$ cat src/rtl/button_debounce.sv
// Push-button conditioner: 2-FF synchroniser, debounce FSM, clean level plus press/release strobes.
// Optional long-press strobe is built only when BUTTON_LONG_PRESS_EN is defined.
//
//   state | meaning
//   REL   | released, idle
//   PCHK  | pin reads pressed, counting stable cycles before accepting
//   PRS   | pressed, idle
//   RCHK  | pin reads released, counting stable cycles before accepting
module button_debounce #(
  parameter int DEBOUNCE_CYCLES   = 1000000,
  parameter int LONG_PRESS_CYCLES = 100000000,
  parameter bit ACTIVE_LOW        = 1'b1
) (
  input  logic CLK,
  input  logic RST,
  input  logic BTN,
  output logic PRESSED,
  output logic PRESS_PULSE,
  output logic RELEASE_PULSE,
  output logic LONG_PULSE
);

  localparam int MAX_CYC = (DEBOUNCE_CYCLES > LONG_PRESS_CYCLES) ? DEBOUNCE_CYCLES : LONG_PRESS_CYCLES;
  localparam int CW      = $clog2(MAX_CYC) + 1;
  localparam logic [CW-1:0] DEB_LAST = CW'(DEBOUNCE_CYCLES - 1);

  typedef enum logic [1:0] {REL, PCHK, PRS, RCHK} state_t;

  state_t        state;
  logic [1:0]    sync;
  logic [CW-1:0] cnt;
  logic          btn_norm;
  logic          act;

  // Inverting before the first flop keeps the synchroniser reset value equal to "released".
  assign btn_norm = BTN ^ ACTIVE_LOW;
  assign act      = sync[1];

  always_ff @(posedge CLK) begin
    if (RST) begin
      sync          <= 2'b00;
      state         <= REL;
      cnt           <= '0;
      PRESSED       <= 1'b0;
      PRESS_PULSE   <= 1'b0;
      RELEASE_PULSE <= 1'b0;
    end else begin
      sync          <= {sync[0], btn_norm};
      PRESS_PULSE   <= 1'b0;
      RELEASE_PULSE <= 1'b0;
      case (state)
        REL: begin
          if (act) begin
            state <= PCHK;
            cnt   <= '0;
          end
        end
        PCHK: begin
          if (!act) begin
            state <= REL;
          end else if (cnt == DEB_LAST) begin
            state       <= PRS;
            PRESSED     <= 1'b1;
            PRESS_PULSE <= 1'b1;
          end else begin
            cnt <= cnt + 1'b1;
          end
        end
        PRS: begin
          if (!act) begin
            state <= RCHK;
            cnt   <= '0;
          end
        end
        RCHK: begin
          if (act) begin
            state <= PRS;
          end else if (cnt == DEB_LAST) begin
            state         <= REL;
            PRESSED       <= 1'b0;
            RELEASE_PULSE <= 1'b1;
          end else begin
            cnt <= cnt + 1'b1;
          end
        end
        default: state <= REL;
      endcase
    end
  end

`ifdef BUTTON_LONG_PRESS_EN
  localparam logic [CW-1:0] LONG_LAST = CW'(LONG_PRESS_CYCLES - 1);

  logic [CW-1:0] lcnt;
  logic          long_done;
  logic          press_entry;

  assign press_entry = (state == PCHK) && act && (cnt == DEB_LAST);

  // long_done limits the strobe to one per accepted press once lcnt has saturated.
  always_ff @(posedge CLK) begin
    if (RST) begin
      lcnt       <= '0;
      long_done  <= 1'b1;
      LONG_PULSE <= 1'b0;
    end else begin
      LONG_PULSE <= 1'b0;
      if (press_entry) begin
        lcnt      <= '0;
        long_done <= 1'b0;
      end else if (state == PRS || state == RCHK) begin
        if (lcnt != LONG_LAST) begin
          lcnt <= lcnt + 1'b1;
        end else if (!long_done) begin
          LONG_PULSE <= 1'b1;
          long_done  <= 1'b1;
        end
      end
    end
  end
`else
  assign LONG_PULSE = 1'b0;
`endif

endmodule

$ cat config.mk
export PLATFORM = sky130hd
export DESIGN_NAME = button_debounce
export DESIGN_NICKNAME = d
export VERILOG_FILES = /design/src/rtl/button_debounce.sv
export SDC_FILE = /design/constraint.sdc
export NUM_CORES = 1
export LEC_CHECK = 0
export ABC_CLOCK_PERIOD_IN_PS = 2600
export BUFFER_PORTS_ARGS = -buffer_cell sky130_fd_sc_hd__buf_2
export CAP_MARGIN = 20
export CORE_MARGIN = 8
export CORE_UTILIZATION = 45
export CTS_BUF_LIST = sky130_fd_sc_hd__clkbuf_2 sky130_fd_sc_hd__clkbuf_4 sky130_fd_sc_hd__clkbuf_8
export CTS_CLUSTER_DIAMETER = 150
export DETAILED_ROUTE_END_ITERATION = 16
export PLACE_DENSITY = 0.6
export SYNTH_ARGS = -nofsm -noshare
export SYNTH_HDL_FRONTEND = slang
export SYNTH_SLANG_ARGS = --single-unit
$ cat constraint.sdc
create_clock -name CLK -period 2.6 [get_ports CLK]
set_input_delay 0.26 -clock CLK [delete_from_list [all_inputs] [get_ports CLK]]
set_output_delay 0.26 -clock CLK [all_outputs]
set_load 0.1 [all_outputs]
---- Word-level counts from Yosys, hierarchy flattened ----
Cells that the tools add are included.
cells by class
  add/sub/neg operators ................... 1
  eq/ne operators ......................... 12
  muxes and demuxes ....................... 19
  bitwise operators ....................... 4
  reductions and logical operators ........ 7
operator list
  operator                                          count
  two-way mux 28 bit                                5
  one-hot mux 28 bit (4 select lines)               1
  adder 28 x 1 -> 28 bit (second input constant)    1
  == test 28 x 20 -> 1 bit (second input constant)  1
  two-way mux 2 bit                                 6
  inequality test 2 bit (second input constant)     6
  one-hot mux 2 bit (4 select lines)                1
  AND reduction 4 bit                               2
  inequality test 3 bit (second input constant)     2
  OR reduction 3 bit                                2
  two-way mux 1 bit                                 5
  AND reduction 5 bit                               1
  == test 2 bit (second input constant)             2
  inverter 1 bit                                    4
  == test 2 x 1 -> 1 bit (second input constant)    1
  logical NOT 2 bit                                 1
  one-hot mux 1 bit (2 select lines)                1
  nonzero test 2 bit                                1
word-level totals
  flip-flop bits (word level) ............. 35
  output and inout bits ................... 4

---- Depth between registers and ports, before layout ----
Gate-level depths: netlist of the first run.
  word-level depth ........................ 4
  mapped depth ............................ 7
  depth with buffers taken out ............ 6

---- Least setup slack after synthesis of the first run ----
No wires, ideal clock.
  path kind ............................... reg2reg
  start point ............................. reg cnt[6]
  end point ............................... reg cnt[5]
  setup time .............................. 120 ps
  arrival ................................. 1918 ps
  data required time ...................... 2480 ps
  setup slack ............................. 562 ps
  cell stages (with the launch flop) ...... 7
  buffers on the path ..................... 1
  period minus slack after synthesis ...... 2038 ps
  path through ............................ dfxtp_1 -> or4_1 -> or4_4 -> o21ai_2 -> buf_6 -> nor4b_1 -> o31a_1
on the way
  longest elaborated chain between the ends .. 4
ends and longest elaborated chain
  item                                     RTL line  text
  from (decl)                              31        logic [CW-1:0] cnt;
  from (signal assigned)                   66        cnt <= cnt + 1'b1;
  from (signal assigned)                   83        cnt <= cnt + 1'b1;
  == test 28 x 20 -> 1 bit (*)             61, 78
  two-way mux 28 bit (*)                   -
  two-way mux 28 bit (on tied branches)    -
  one-hot mux 28 bit (4 select lines) (*)  -
Mark *: on every way between the ends. The rest lies on a longest branch, timed or not. The select of a mux whose other input is x is not followed.
A chain may end at the register's enable or synchronous reset.

---- Worst setup path after layout of the first run ----
Ends and elaborated chain as after synthesis.

==> flow_results.xml, run 1 <==
<?xml version="1.0" encoding="UTF-8"?>
<metrics>
  <group name="timing">
    <metric name="final-max-slew-violation-count" unit="">0</metric>
    <metric name="unrepaired_setup_endpoints_after_global_routing" unit="">false</metric>
    <metric name="post_route_clock_period_utilization" unit="%">90.52</metric>
    <metric name="max_clock_freq" unit="MHz">424.9</metric>
    <metric name="setup_violation_total_in_the_final_timing_report" unit="">0</metric>
    <metric name="finalWorstPathRequiredPeriod" unit="ns">2.353</metric>
    <metric name="aggregate_negative_setup_slack" unit="ns">0</metric>
    <metric name="post_route_hold_slack" unit="ns">0.1057</metric>
    <metric name="final_hold_fails" unit="">0</metric>
    <metric name="worst_clock_skew" unit="ns">0.003590</metric>
  </group>
  <group name="synth">
    <metric name="adder_and_majority_gate_portion_of_the_synthesized_area" unit="%">0.7032</metric>
    <metric name="synthMuxAreaShare" unit="%">2.321</metric>
    <metric name="synth_seq_cells" unit="">35</metric>
    <metric name="synthesis.instances" unit="">213</metric>
    <metric name="mapped_area" unit="sq mm">0.001779</metric>
    <metric name="syn_nets" unit="">217</metric>
    <metric name="yosys_most_used_dff" unit="">sky130_fd_sc_hd__dfxtp_1</metric>
    <metric name="simple_logic_cell_fraction_of_the_synthesized_area" unit="%">34.46</metric>
    <metric name="ys_seq_area_share" unit="%">39.38</metric>
    <metric name="asyncSetResetFlopFracSynth" unit="%">0</metric>
    <metric name="post_synthesis_compound_gate_area_fraction" unit="%">10.76</metric>
    <metric name="count_of_flip_flops_with_a_built_in_enable_after_synthesis" unit="">0</metric>
    <metric name="synthesis.area_per_instance" unit="sq um">8.353</metric>
    <metric name="synth-warning-count" unit="">0</metric>
    <metric name="synth_top_family_by_area" unit="">simple AND/OR/NAND/NOR gates</metric>
    <metric name="yosys.area_share.xor_xnor" unit="%">7.876</metric>
    <metric name="synthDistinctLibCells" unit="">47</metric>
  </group>
  <group name="clocking">
    <metric name="cts_resized" unit="">0</metric>
    <metric name="cts_htree_levels" unit="">2</metric>
    <metric name="cts_buffers" unit="">5</metric>
    <metric name="cts.hold.buffers_added" unit="">0</metric>
    <metric name="cts_tree" unit="">yes</metric>
    <metric name="cts_root_buffer" unit="">sky130_fd_sc_hd__clkbuf_8</metric>
    <metric name="tritoncts_num_sinks" unit="">35</metric>
    <metric name="clkSlewWorstSetupHoldPaths" unit="ns">0.07</metric>
    <metric name="maximum_clock_insertion_buffer_count" unit="">2</metric>
    <metric name="worstSkewPairLatency" unit="ns">0.29</metric>
    <metric name="cts.repair_timing.setup_buffer_count" unit="">0</metric>
  </group>
  <group name="critical_path">
    <metric name="crit_type" unit="">flop to flop</metric>
    <metric name="reg2reg_setup_slack" unit="ns">0.25</metric>
    <metric name="worstPathCellList" unit="">or4_1 -&gt; or4_4 -&gt; o21ai_2 -&gt; nor4b_1 -&gt; o31a_1</metric>
    <metric name="worstSetupEndpointType" unit="">flop</metric>
    <metric name="worstSetupStartpointType" unit="">flop</metric>
    <metric name="startpoint_of_the_worst_setup_timing_path" unit="">cnt[6]</metric>
    <metric name="critical_path_required" unit="ns">2.78</metric>
    <metric name="slowest_delay" unit="ns">0.55</metric>
    <metric name="rr_startpoint" unit="">cnt[6]</metric>
    <metric name="crit_path_max_fanout" unit="">12</metric>
    <metric name="r2r-end" unit="">cnt[5]</metric>
    <metric name="timing.reg2reg.worst_path_depth" unit="">5</metric>
    <metric name="crit_path_top_delay_cell" unit="">sky130_fd_sc_hd__or4_1</metric>
    <metric name="worst-endpoint-arrival" unit="ns">2.54</metric>
  </group>
  <group name="final_layout">
    <metric name="final_nets" unit="">219</metric>
    <metric name="syn_to_final_growth" unit="%">10.20</metric>
    <metric name="post_layout_instance_count_excluding_filler_cells" unit="">266</metric>
    <metric name="antenna_cells_inserted" unit="">0</metric>
    <metric name="drive_gt1_share" unit="%">11.11</metric>
    <metric name="final_cell_area" unit="sq mm">0.001961</metric>
  </group>
  <group name="worst_hold_path">
    <metric name="worstHoldEndpoint" unit="">sync[0]</metric>
    <metric name="min_path_type" unit="">input port to flop</metric>
    <metric name="min-delay-start" unit="">BTN</metric>
    <metric name="worst_hold_path.num_cells" unit="">2</metric>
  </group>
  <group name="die">
    <metric name="die_footprint" unit="sq mm">0.006222</metric>
    <metric name="io_pins" unit="">7</metric>
    <metric name="start_util" unit="%">45.46</metric>
    <metric name="floorplan.rows" unit="">23</metric>
    <metric name="fp.dieW" unit="microns">78.88</metric>
    <metric name="floorplan.die.height" unit="microns">78.88</metric>
    <metric name="fp.coreArea" unit="sq mm">0.003914</metric>
  </group>
  <group name="place">
    <metric name="io_buffer_count" unit="">5</metric>
    <metric name="detailed_place_hpwl" unit="microns">2771</metric>
    <metric name="placed_area" unit="sq mm">0.001824</metric>
    <metric name="placedCellCount" unit="">258</metric>
    <metric name="routabilityCongestion" unit="">0.8653</metric>
  </group>
  <group name="grt">
    <metric name="grt_usage" unit="%">13.26</metric>
    <metric name="globalRouteOverflowTotal" unit="">0</metric>
    <metric name="first_pass_grt_wire_length" unit="microns">6630</metric>
    <metric name="first_global_vias" unit="">1380</metric>
    <metric name="grt_start_max_net_pins" unit="">18</metric>
    <metric name="antenna_found_initial" unit="">0</metric>
  </group>
  <group name="routing">
    <metric name="detailedRoute.firstPassIterationCount" unit="">4</metric>
    <metric name="drt-wirelength-per-cell" unit="microns">14.85</metric>
    <metric name="count_of_nets_left_with_antenna_violations_after_detail_routing" unit="">0</metric>
    <metric name="initialDrtViolationCount" unit="">134</metric>
    <metric name="drt_drc_violations_left" unit="">0</metric>
    <metric name="wirelength" unit="microns">3951</metric>
    <metric name="route.detailed.vias_per_inst" unit="">5.876</metric>
    <metric name="route.vias.total" unit="">1563</metric>
  </group>
  <group name="power">
    <metric name="leakage" unit="nW">0.6401</metric>
    <metric name="ir_drop" unit="V">0.0002590</metric>
    <metric name="power_density_over_cell_area" unit="mW/mm^2">610.2</metric>
    <metric name="total_power" unit="W">0.001196</metric>
  </group>
  <group name="outcome">
    <metric name="result_of_the_run" unit="">complete, no violations</metric>
  </group>
  <group name="job">
    <metric name="max_cap_viol_count" unit="">0</metric>
  </group>
</metrics>
==> per-stage QoR <==
step,util (%),worst slack [ns]
3_3_place_gp,46.61,0.3332
6_report,50.10,0.2465
2_1_floorplan,-,0.5621
5_1_grt,50.10,0.1533
3_5_place_dp,46.61,0.2690
4_1_cts,50.10,0.2632
==> worst max-delay path: cells and delay by family (launching register included) <==
family / cells / cell delay, ns
AOI/OAI and AO/OA: 2 / 0.70
DFF: 1 / 0.37
and+or+nand+nor: 3 / 1.18
==> flip-flops by register name, summed over array words and instances (netlist names), named ones only <==
name / count
state: 1
PRESS_PULSE: 1
sync: 2
PRESSED: 1
cnt: 28
RELEASE_PULSE: 1
==> cells by family after synthesis <==
logic type	Yosys count
AND/OR/NAND/NOR	112
XOR/XNOR	16
buffers and inverters	17
AO/OA/AOI/OAI	27
other	1
multiplexers	4
adder cells (fa/ha/maj)	1
flip-flops	35
==> routing by layer <==
metal	up-vias	track usage [%]	routed length [microns]
met2	40	19.55	1769
met4	0	6.111	82
met5	-	0	0
met3	10	4.289	221
met1	737	17.15	1878
li1	776	-	-
==> power by group <==
group / internal [W] / total (W) / switching (W)
registers: 0.000541 / 0.000547 / 0.00000546
clock network: 0.000382 / 0.000586 / 0.000204
logic: 0.0000140 / 0.0000634 / 0.0000494
total: 0.000937 / 0.00120 / 0.000259
==> layout by cell type (no fill, tap or decap), types with 2 or more instances in the layout <==
| master | n |
|---|---|
| sky130_fd_sc_hd__nor4_1 | 12 |
| sky130_fd_sc_hd__or3_1 | 2 |
| sky130_fd_sc_hd__nand4_1 | 6 |
| sky130_fd_sc_hd__bufinv_16 | 2 |
| sky130_fd_sc_hd__buf_2 | 5 |
| sky130_fd_sc_hd__nor4b_1 | 3 |
| sky130_fd_sc_hd__and3_1 | 4 |
| sky130_fd_sc_hd__or4_1 | 2 |
| sky130_fd_sc_hd__nor2b_1 | 3 |
| sky130_fd_sc_hd__o22ai_1 | 6 |
| sky130_fd_sc_hd__a21oi_1 | 3 |
| sky130_fd_sc_hd__nand2_1 | 15 |
| sky130_fd_sc_hd__a22oi_1 | 2 |
| sky130_fd_sc_hd__dfxtp_1 | 35 |
| sky130_fd_sc_hd__inv_1 | 5 |
| sky130_fd_sc_hd__nor3b_1 | 2 |
| sky130_fd_sc_hd__and4_1 | 3 |
| sky130_fd_sc_hd__nor3_1 | 10 |
| sky130_fd_sc_hd__o21ai_0 | 2 |
| sky130_fd_sc_hd__xnor2_1 | 12 |
| sky130_fd_sc_hd__or2_2 | 2 |
| sky130_fd_sc_hd__nand3_1 | 11 |
| sky130_fd_sc_hd__a22o_1 | 6 |
| sky130_fd_sc_hd__nor2_1 | 28 |
| sky130_fd_sc_hd__and2_1 | 2 |
| sky130_fd_sc_hd__mux2i_1 | 3 |
| sky130_fd_sc_hd__xor2_1 | 4 |
| sky130_fd_sc_hd__buf_4 | 2 |
| sky130_fd_sc_hd__clkbuf_8 | 5 |
==> how the worst max path moves through the flow <==
stage / end / slack, ns / cells past startpoint
after CTS: cnt[5] / 0.26 / 5
after global placement: cnt[5] / 0.33 / 5
after detailed placement: cnt[5] / 0.27 / 5
after global routing: cnt[5] / 0.15 / 6
final: cnt[5] / 0.25 / 5
after floorplan: cnt[5] / 0.56 / 6
==> cell usage after synthesis (4+ instances only) <==
cell type,number,area share [%]
sky130_fd_sc_hd__clkbuf_1,9,1.9
sky130_fd_sc_hd__nor2_1,28,5.9
sky130_fd_sc_hd__dfxtp_1,35,39
sky130_fd_sc_hd__and3_1,4,1.4
sky130_fd_sc_hd__nor3_1,10,2.8
sky130_fd_sc_hd__nand2_1,15,3.2
sky130_fd_sc_hd__nor4_1,12,4.2
sky130_fd_sc_hd__o22ai_1,6,2.1
sky130_fd_sc_hd__nand3_1,11,3.1
sky130_fd_sc_hd__nand4_1,6,2.1
sky130_fd_sc_hd__xnor2_1,12,5.9
sky130_fd_sc_hd__inv_1,5,1.1
sky130_fd_sc_hd__xor2_1,4,2.0
sky130_fd_sc_hd__a22o_1,6,3.0
==> cell type report <==
cell class	count	area (sq um)
clock buffers	5	68.82
clock inverters	3	67.56
fillers	388	1953
inverters	5	18.77
multi-input cells	161	1002
flip-flops and latches	35	700.7
well taps	50	62.56
repair buffers	7	40.04
Note: power is estimated with default switching activity, not from simulation.
==> inputs of run 2 (changes only) <==
- CORE_ASPECT_RATIO: not set -> 0.5
- CTS_BUF_LIST: sky130_fd_sc_hd__clkbuf_2 sky130_fd_sc_hd__clkbuf_4 sky130_fd_sc_hd__clkbuf_8 -> not set
- HOLD_SLACK_MARGIN: not set -> 0.02
==> flow_results.xml, run 2 (synthesized netlist as in run 1, its figures left out) <==
<?xml version="1.0" encoding="UTF-8"?>
<metrics>
  <group name="timing">
    <metric name="slew-limit-headroom" unit="%">66.69</metric>
    <metric name="final_critical_path_setup_slack" unit="ns">0.2700</metric>
    <metric name="final-max-slew-violation-count" unit="">0</metric>
    <metric name="unrepaired_setup_endpoints_after_global_routing" unit="">false</metric>
    <metric name="finalWorstPathRequiredPeriod" unit="ns">2.330</metric>
    <metric name="setup_violation_total_in_the_final_timing_report" unit="">0</metric>
    <metric name="worst_clock_skew" unit="ns">0.008176</metric>
    <metric name="aggregate_negative_setup_slack" unit="ns">0</metric>
    <metric name="final_hold_fails" unit="">0</metric>
    <metric name="max_clock_freq" unit="MHz">429.2</metric>
    <metric name="post_route_clock_period_utilization" unit="%">89.62</metric>
    <metric name="post_route_hold_slack" unit="ns">0.1171</metric>
    <metric name="worst_slew_pin_slew" unit="ns">0.4951</metric>
  </group>
  <group name="routing">
    <metric name="wirelength" unit="microns">4129</metric>
    <metric name="count_of_nets_left_with_antenna_violations_after_detail_routing" unit="">0</metric>
    <metric name="detailedRoute.firstPassIterationCount" unit="">6</metric>
    <metric name="initialDrtViolationCount" unit="">101</metric>
    <metric name="route.detailed.vias_per_inst" unit="">5.789</metric>
    <metric name="drt-wirelength-per-cell" unit="microns">15.29</metric>
    <metric name="drt_drc_violations_left" unit="">0</metric>
    <metric name="route.vias.total" unit="">1563</metric>
  </group>
  <group name="critical_path">
    <metric name="critical_path_required" unit="ns">2.78</metric>
    <metric name="reg2reg_setup_slack" unit="ns">0.27</metric>
    <metric name="rr_startpoint" unit="">cnt[6]</metric>
    <metric name="worstSetupEndpointType" unit="">flop</metric>
    <metric name="crit_end" unit="">cnt[2]</metric>
    <metric name="crit_type" unit="">flop to flop</metric>
    <metric name="timing.reg2reg.worst_path_depth" unit="">5</metric>
    <metric name="worstSetupStartpointType" unit="">flop</metric>
    <metric name="crit_path_max_fanout" unit="">12</metric>
    <metric name="worst-endpoint-arrival" unit="ns">2.51</metric>
    <metric name="startpoint_of_the_worst_setup_timing_path" unit="">cnt[6]</metric>
    <metric name="r2r-end" unit="">cnt[2]</metric>
  </group>
  <group name="place">
    <metric name="io_buffer_count" unit="">5</metric>
    <metric name="dp_slack" unit="ns">0.2659</metric>
    <metric name="routabilityCongestion" unit="">0.8432</metric>
    <metric name="detailed_place_hpwl" unit="microns">2917</metric>
  </group>
  <group name="clocking">
    <metric name="cts_tree" unit="">yes</metric>
    <metric name="cts.repair_timing.setup_buffer_count" unit="">0</metric>
    <metric name="worstSkewPairLatency" unit="ns">0.28</metric>
    <metric name="cts_resized" unit="">0</metric>
    <metric name="tritoncts_num_sinks" unit="">35</metric>
    <metric name="clkSlewWorstSetupHoldPaths" unit="ns">0.07</metric>
    <metric name="cts_htree_levels" unit="">2</metric>
    <metric name="maximum_clock_insertion_buffer_count" unit="">2</metric>
    <metric name="cts_buffers" unit="">5</metric>
    <metric name="cts_root_buffer" unit="">sky130_fd_sc_hd__clkbuf_8</metric>
    <metric name="cts.hold.buffers_added" unit="">0</metric>
  </group>
  <group name="final_layout">
    <metric name="largest_register_ff_count" unit="">28</metric>
    <metric name="biggestRegsByFlops" unit="">cnt (28), sync (2)</metric>
    <metric name="antenna_cells_inserted" unit="">0</metric>
    <metric name="most-common-layout-cells" unit="">sky130_fd_sc_hd__dfxtp_1 (35), sky130_fd_sc_hd__nor2_1 (28), sky130_fd_sc_hd__nand2_1 (15), sky130_fd_sc_hd__xnor2_1 (12), sky130_fd_sc_hd__nor4_1 (12)</metric>
    <metric name="syn_to_final_growth" unit="%">7.736</metric>
    <metric name="drive_gt1_share" unit="%">10.65</metric>
    <metric name="regMostFlops" unit="">cnt</metric>
    <metric name="final_nets" unit="">221</metric>
    <metric name="mostFrequentLayoutCell" unit="">sky130_fd_sc_hd__dfxtp_1</metric>
  </group>
  <group name="power">
    <metric name="ir_drop" unit="V">0.0001609</metric>
    <metric name="leakage" unit="nW">0.6229</metric>
    <metric name="total_power" unit="W">0.0009709</metric>
    <metric name="power_density_over_cell_area" unit="mW/mm^2">506.5</metric>
  </group>
  <group name="die">
    <metric name="fp.coreArea" unit="sq mm">0.003844</metric>
    <metric name="die_footprint" unit="sq mm">0.006344</metric>
    <metric name="start_util" unit="%">46.29</metric>
    <metric name="floorplan.die.height" unit="microns">60.46</metric>
    <metric name="fp.dieW" unit="microns">104.9</metric>
    <metric name="io_pins" unit="">7</metric>
    <metric name="floorplan.rows" unit="">16</metric>
  </group>
  <group name="worst_hold_path">
    <metric name="min_path_type" unit="">input port to flop</metric>
    <metric name="worst_hold_path.num_cells" unit="">2</metric>
  </group>
  <group name="grt">
    <metric name="globalRouteOverflowTotal" unit="">0</metric>
    <metric name="antenna_found_initial" unit="">0</metric>
    <metric name="first_pass_grt_wire_length" unit="microns">7272</metric>
    <metric name="grt_start_max_net_pins" unit="">18</metric>
    <metric name="first_global_vias" unit="">1490</metric>
    <metric name="grt_usage" unit="%">14.26</metric>
  </group>
  <group name="outcome">
    <metric name="result_of_the_run" unit="">complete, no violations</metric>
  </group>
  <group name="job">
    <metric name="max_cap_viol_count" unit="">0</metric>
  </group>
</metrics>
-- run 2: critical path, stage by stage (launching register included) --
cell and delay, ns:
sky130_fd_sc_hd__dfxtp_1 0.37, sky130_fd_sc_hd__or4_1 0.54, sky130_fd_sc_hd__or4_4 0.50, sky130_fd_sc_hd__o21ai_2 0.43, sky130_fd_sc_hd__nor2_2 0.14, sky130_fd_sc_hd__a22o_1 0.24
-- run 2: worst min path at each step --
stage	startpoint	end
2_1_floorplan	BTN	sync[0]
3_3_place_gp	BTN	sync[0]
3_5_place_dp	BTN	sync[0]
4_1_cts	BTN	sync[0]
5_1_grt	BTN	sync[0]
6_report	BTN	sync[0]
-- run 2: layout make-up --
cell class	instances	area (sq um)
clock buffer	6	72.57
timing repair buffer	9	55.05
tap	54	67.56
inverter	5	18.77
sequential	35	700.7
fill	379	1927
multi-input combinational	161	1002
-- run 2: where the power goes --
| group | internal, W | switching, W |
|---|---|---|
| Sequential | 0.000542 | 0.00000487 |
| Combinational | 0.0000157 | 0.0000517 |
| Clock | 0.000178 | 0.000179 |
| Total | 0.000736 | 0.000235 |
-- run 2: per-layer routing --
layer | part of all wire (%) | wire, microns | vias to the layer above | track usage, %
li1 | - | - | 786 | -
met1 | 51 | 2087 | 742 | 19.07
met2 | 43 | 1763 | 28 | 21.65
met3 | 5.7 | 235 | 7 | 4.449
met4 | 1.0 | 42 | 0 | 4.217
met5 | 0 | 0 | - | 0
-- run 2: stage by stage --
step | std cells | utilization, % | cell area, sq um
floorplan | 213 | - | 1779
global placement | 264 | 47.98 | 1844
detailed placement | 264 | 47.98 | 1844
CTS | 270 | 49.87 | 1917
global route | 270 | 49.87 | 1917
finish | 270 | 49.87 | 1917
==> inputs of run 3 (changes only) <==
- BUFFER_PORTS_ARGS: -buffer_cell sky130_fd_sc_hd__buf_2 -> -buffer_cell sky130_fd_sc_hd__clkbuf_2
- CORE_UTILIZATION: 45 -> 40
- PLACE_DENSITY: 0.6 -> 0.55
- SETUP_SLACK_MARGIN: not set -> 0.5
==> flow_results.xml, run 3 (synthesized netlist as in run 1, its figures left out) <==
<?xml version="1.0" encoding="UTF-8"?>
<metrics>
  <group name="clocking">
    <metric name="worstSkewPairLatency" unit="ns">0.28</metric>
    <metric name="maximum_clock_insertion_buffer_count" unit="">2</metric>
    <metric name="cts_buffers" unit="">5</metric>
    <metric name="clkSlewWorstSetupHoldPaths" unit="ns">0.07</metric>
    <metric name="cts.hold.buffers_added" unit="">0</metric>
    <metric name="cts_root_buffer" unit="">sky130_fd_sc_hd__clkbuf_8</metric>
    <metric name="cts_tree" unit="">yes</metric>
    <metric name="tritoncts_num_sinks" unit="">35</metric>
    <metric name="cts_htree_levels" unit="">2</metric>
  </group>
  <group name="power">
    <metric name="pwr-share-comb" unit="%">7.2</metric>
    <metric name="sw_frac_of_total" unit="%">24.83</metric>
    <metric name="internal_power" unit="W">0.0007382</metric>
    <metric name="ir_drop" unit="V">0.0001855</metric>
    <metric name="power_frac_seq" unit="%">55.6</metric>
    <metric name="power_share_of_the_clock_group" unit="%">37.2</metric>
    <metric name="total_switching_power" unit="W">0.0002439</metric>
    <metric name="leakage" unit="nW">0.6330</metric>
    <metric name="power_density_over_cell_area" unit="mW/mm^2">496.8</metric>
  </group>
  <group name="critical_path">
    <metric name="worstSetupEndpointType" unit="">flop</metric>
    <metric name="cpLargestDelayFamily" unit="">simple AND/OR/NAND/NOR gates</metric>
    <metric name="worst-path-buf-inv" unit="">0</metric>
    <metric name="worstPathCellList" unit="">or4_1 -&gt; or4_4 -&gt; o21ai_4 -&gt; nor2_2 -&gt; a22o_1</metric>
    <metric name="rr_startpoint" unit="">cnt[6]</metric>
    <metric name="critical_path_required" unit="ns">2.78</metric>
    <metric name="worst-endpoint-arrival" unit="ns">2.20</metric>
    <metric name="worstSetupStartpointType" unit="">flop</metric>
    <metric name="crit_type" unit="">flop to flop</metric>
    <metric name="crit_path_max_fanout" unit="">7</metric>
    <metric name="startpoint_of_the_worst_setup_timing_path" unit="">cnt[6]</metric>
    <metric name="slowest_delay" unit="ns">0.52</metric>
    <metric name="crit_path_top_delay_cell" unit="">sky130_fd_sc_hd__or4_1</metric>
  </group>
  <group name="grt">
    <metric name="grt_start_max_net_pins" unit="">18</metric>
    <metric name="antenna_found_initial" unit="">0</metric>
    <metric name="grt_usage" unit="%">12.85</metric>
    <metric name="first_pass_grt_wire_length" unit="microns">6996</metric>
    <metric name="first_global_vias" unit="">1387</metric>
    <metric name="globalRouteOverflowTotal" unit="">0</metric>
  </group>
  <group name="place">
    <metric name="io_buffer_count" unit="">5</metric>
    <metric name="routabilityCongestion" unit="">0.8446</metric>
    <metric name="detailed_place_hpwl" unit="microns">2871</metric>
    <metric name="placed_area" unit="sq mm">0.001848</metric>
    <metric name="dp_slack" unit="ns">0.3105</metric>
  </group>
  <group name="routing">
    <metric name="drt_drc_violations_left" unit="">0</metric>
    <metric name="route.vias.total" unit="">1554</metric>
    <metric name="drt-wirelength-per-cell" unit="microns">15.22</metric>
    <metric name="route.detailed.vias_per_inst" unit="">5.630</metric>
    <metric name="count_of_nets_left_with_antenna_violations_after_detail_routing" unit="">0</metric>
    <metric name="detailedRoute.firstPassIterationCount" unit="">4</metric>
    <metric name="wirelength" unit="microns">4200</metric>
    <metric name="initialDrtViolationCount" unit="">103</metric>
  </group>
  <group name="final_layout">
    <metric name="final_cell_area" unit="sq mm">0.001977</metric>
    <metric name="syn_to_final_growth" unit="%">11.11</metric>
    <metric name="most-common-layout-cells" unit="">sky130_fd_sc_hd__dfxtp_1 (34), sky130_fd_sc_hd__nor2_1 (28), sky130_fd_sc_hd__nand2_1 (15), sky130_fd_sc_hd__xnor2_1 (12), sky130_fd_sc_hd__nor4_1 (12)</metric>
    <metric name="biggestRegsByFlops" unit="">cnt (28), sync (2)</metric>
    <metric name="drive_gt1_share" unit="%">14.61</metric>
    <metric name="multiInputGateArea" unit="sq mm">0.001042</metric>
    <metric name="antenna_cells_inserted" unit="">0</metric>
    <metric name="largest_register_ff_count" unit="">28</metric>
    <metric name="mostFrequentLayoutCell" unit="">sky130_fd_sc_hd__dfxtp_1</metric>
    <metric name="seq_area" unit="sq um">701.9</metric>
    <metric name="final_nets" unit="">224</metric>
    <metric name="regMostFlops" unit="">cnt</metric>
    <metric name="nFillCells" unit="">444</metric>
  </group>
  <group name="die">
    <metric name="fp.dieW" unit="microns">110.3</metric>
    <metric name="floorplan.rows" unit="">17</metric>
    <metric name="fp.coreArea" unit="sq mm">0.004339</metric>
    <metric name="die_footprint" unit="sq mm">0.006968</metric>
    <metric name="io_pins" unit="">7</metric>
    <metric name="floorplan.die.height" unit="microns">63.16</metric>
    <metric name="start_util" unit="%">41.00</metric>
  </group>
  <group name="worst_hold_path">
    <metric name="min_path_type" unit="">input port to flop</metric>
    <metric name="min-delay-start" unit="">BTN</metric>
  </group>
  <group name="timing">
    <metric name="aggregate_negative_setup_slack" unit="ns">0</metric>
    <metric name="worst_slew_pin_slew" unit="ns">0.5552</metric>
    <metric name="unrepaired_setup_endpoints_after_global_routing" unit="">true</metric>
    <metric name="final_hold_fails" unit="">0</metric>
    <metric name="max_clock_freq" unit="MHz">493.9</metric>
    <metric name="final-max-slew-violation-count" unit="">0</metric>
    <metric name="final_critical_path_setup_slack" unit="ns">0.5752</metric>
    <metric name="post_route_clock_period_utilization" unit="%">77.88</metric>
    <metric name="worst_clock_skew" unit="ns">0.008064</metric>
    <metric name="setup_violation_total_in_the_final_timing_report" unit="">0</metric>
    <metric name="finalWorstPathRequiredPeriod" unit="ns">2.025</metric>
    <metric name="slew-limit-headroom" unit="%">62.86</metric>
  </group>
  <group name="job">
    <metric name="max_cap_viol_count" unit="">0</metric>
  </group>
  <group name="outcome">
    <metric name="result_of_the_run" unit="">complete, no violations</metric>
  </group>
</metrics>
## run 3: cell count changes in the layout (fill, tap and decap cells not counted), sizes merged
cell	previous run	this run
o21ai	4	5
buf	9	6
clkbuf	6	11
## run 3: repair_timing
item,in CTS,in global routing
gates cloned,1,0
resized for setup,3,5
buffers inserted,2,0
setup endpoints to repair,11,15
pin swaps,1,3
## run 3: stage by stage
stage | std cells | hold slack, ns | total power [W] | utilization, %
after floorplan | 213 | 0.3267 | 0.0006111 | -
after global placement | 267 | 0.4143 | 0.0006244 | 42.59
after detailed placement | 267 | 0.4207 | 0.0006248 | 42.59
after CTS | 276 | 0.1105 | 0.0009946 | 45.16
after global routing | 276 | 0.1167 | 0.001025 | 45.56
final | 276 | 0.1192 | 0.0009821 | 45.56
## run 3: power groups by stage
stage               Clock, W  Combinational [W]  Sequential [W]
floorplan                  0          0.0000358        0.000575
global route        0.000403          0.0000759        0.000546
global placement           0          0.0000664        0.000558
CTS                 0.000378          0.0000706        0.000546
finish              0.000365          0.0000709        0.000546
detailed placement         0          0.0000668        0.000558
## run 3: worst paths after layout
kind	endpoint	slack, ns	cells past startpoint
min reg2reg	sync[1]	0.44	1
max	cnt[2]	0.58	5
min	sync[0]	0.12	2
max reg2reg	cnt[2]	0.58	5
## run 3: final cells by class
type / instances / area share, %
multi-input cells: 162 / 52.72
flip-flops and latches: 35 / 35.51
clock buffers: 6 / 3.671
well taps: 57 / 3.608
repair buffers: 11 / 3.544
inverters: 5 / 0.9494
## run 3: routing by layer
layer / share of wire (%) / GRT usage (%) / vias up / wire length (microns)
met5: 0 / 0 / - / 0
met4: 1.7 / 6.096 / 0 / 70
met3: 4.3 / 4.361 / 8 / 179
met2: 40 / 17.21 / 30 / 1696
met1: 54 / 17.65 / 722 / 2254
li1: - / - / 794 / -
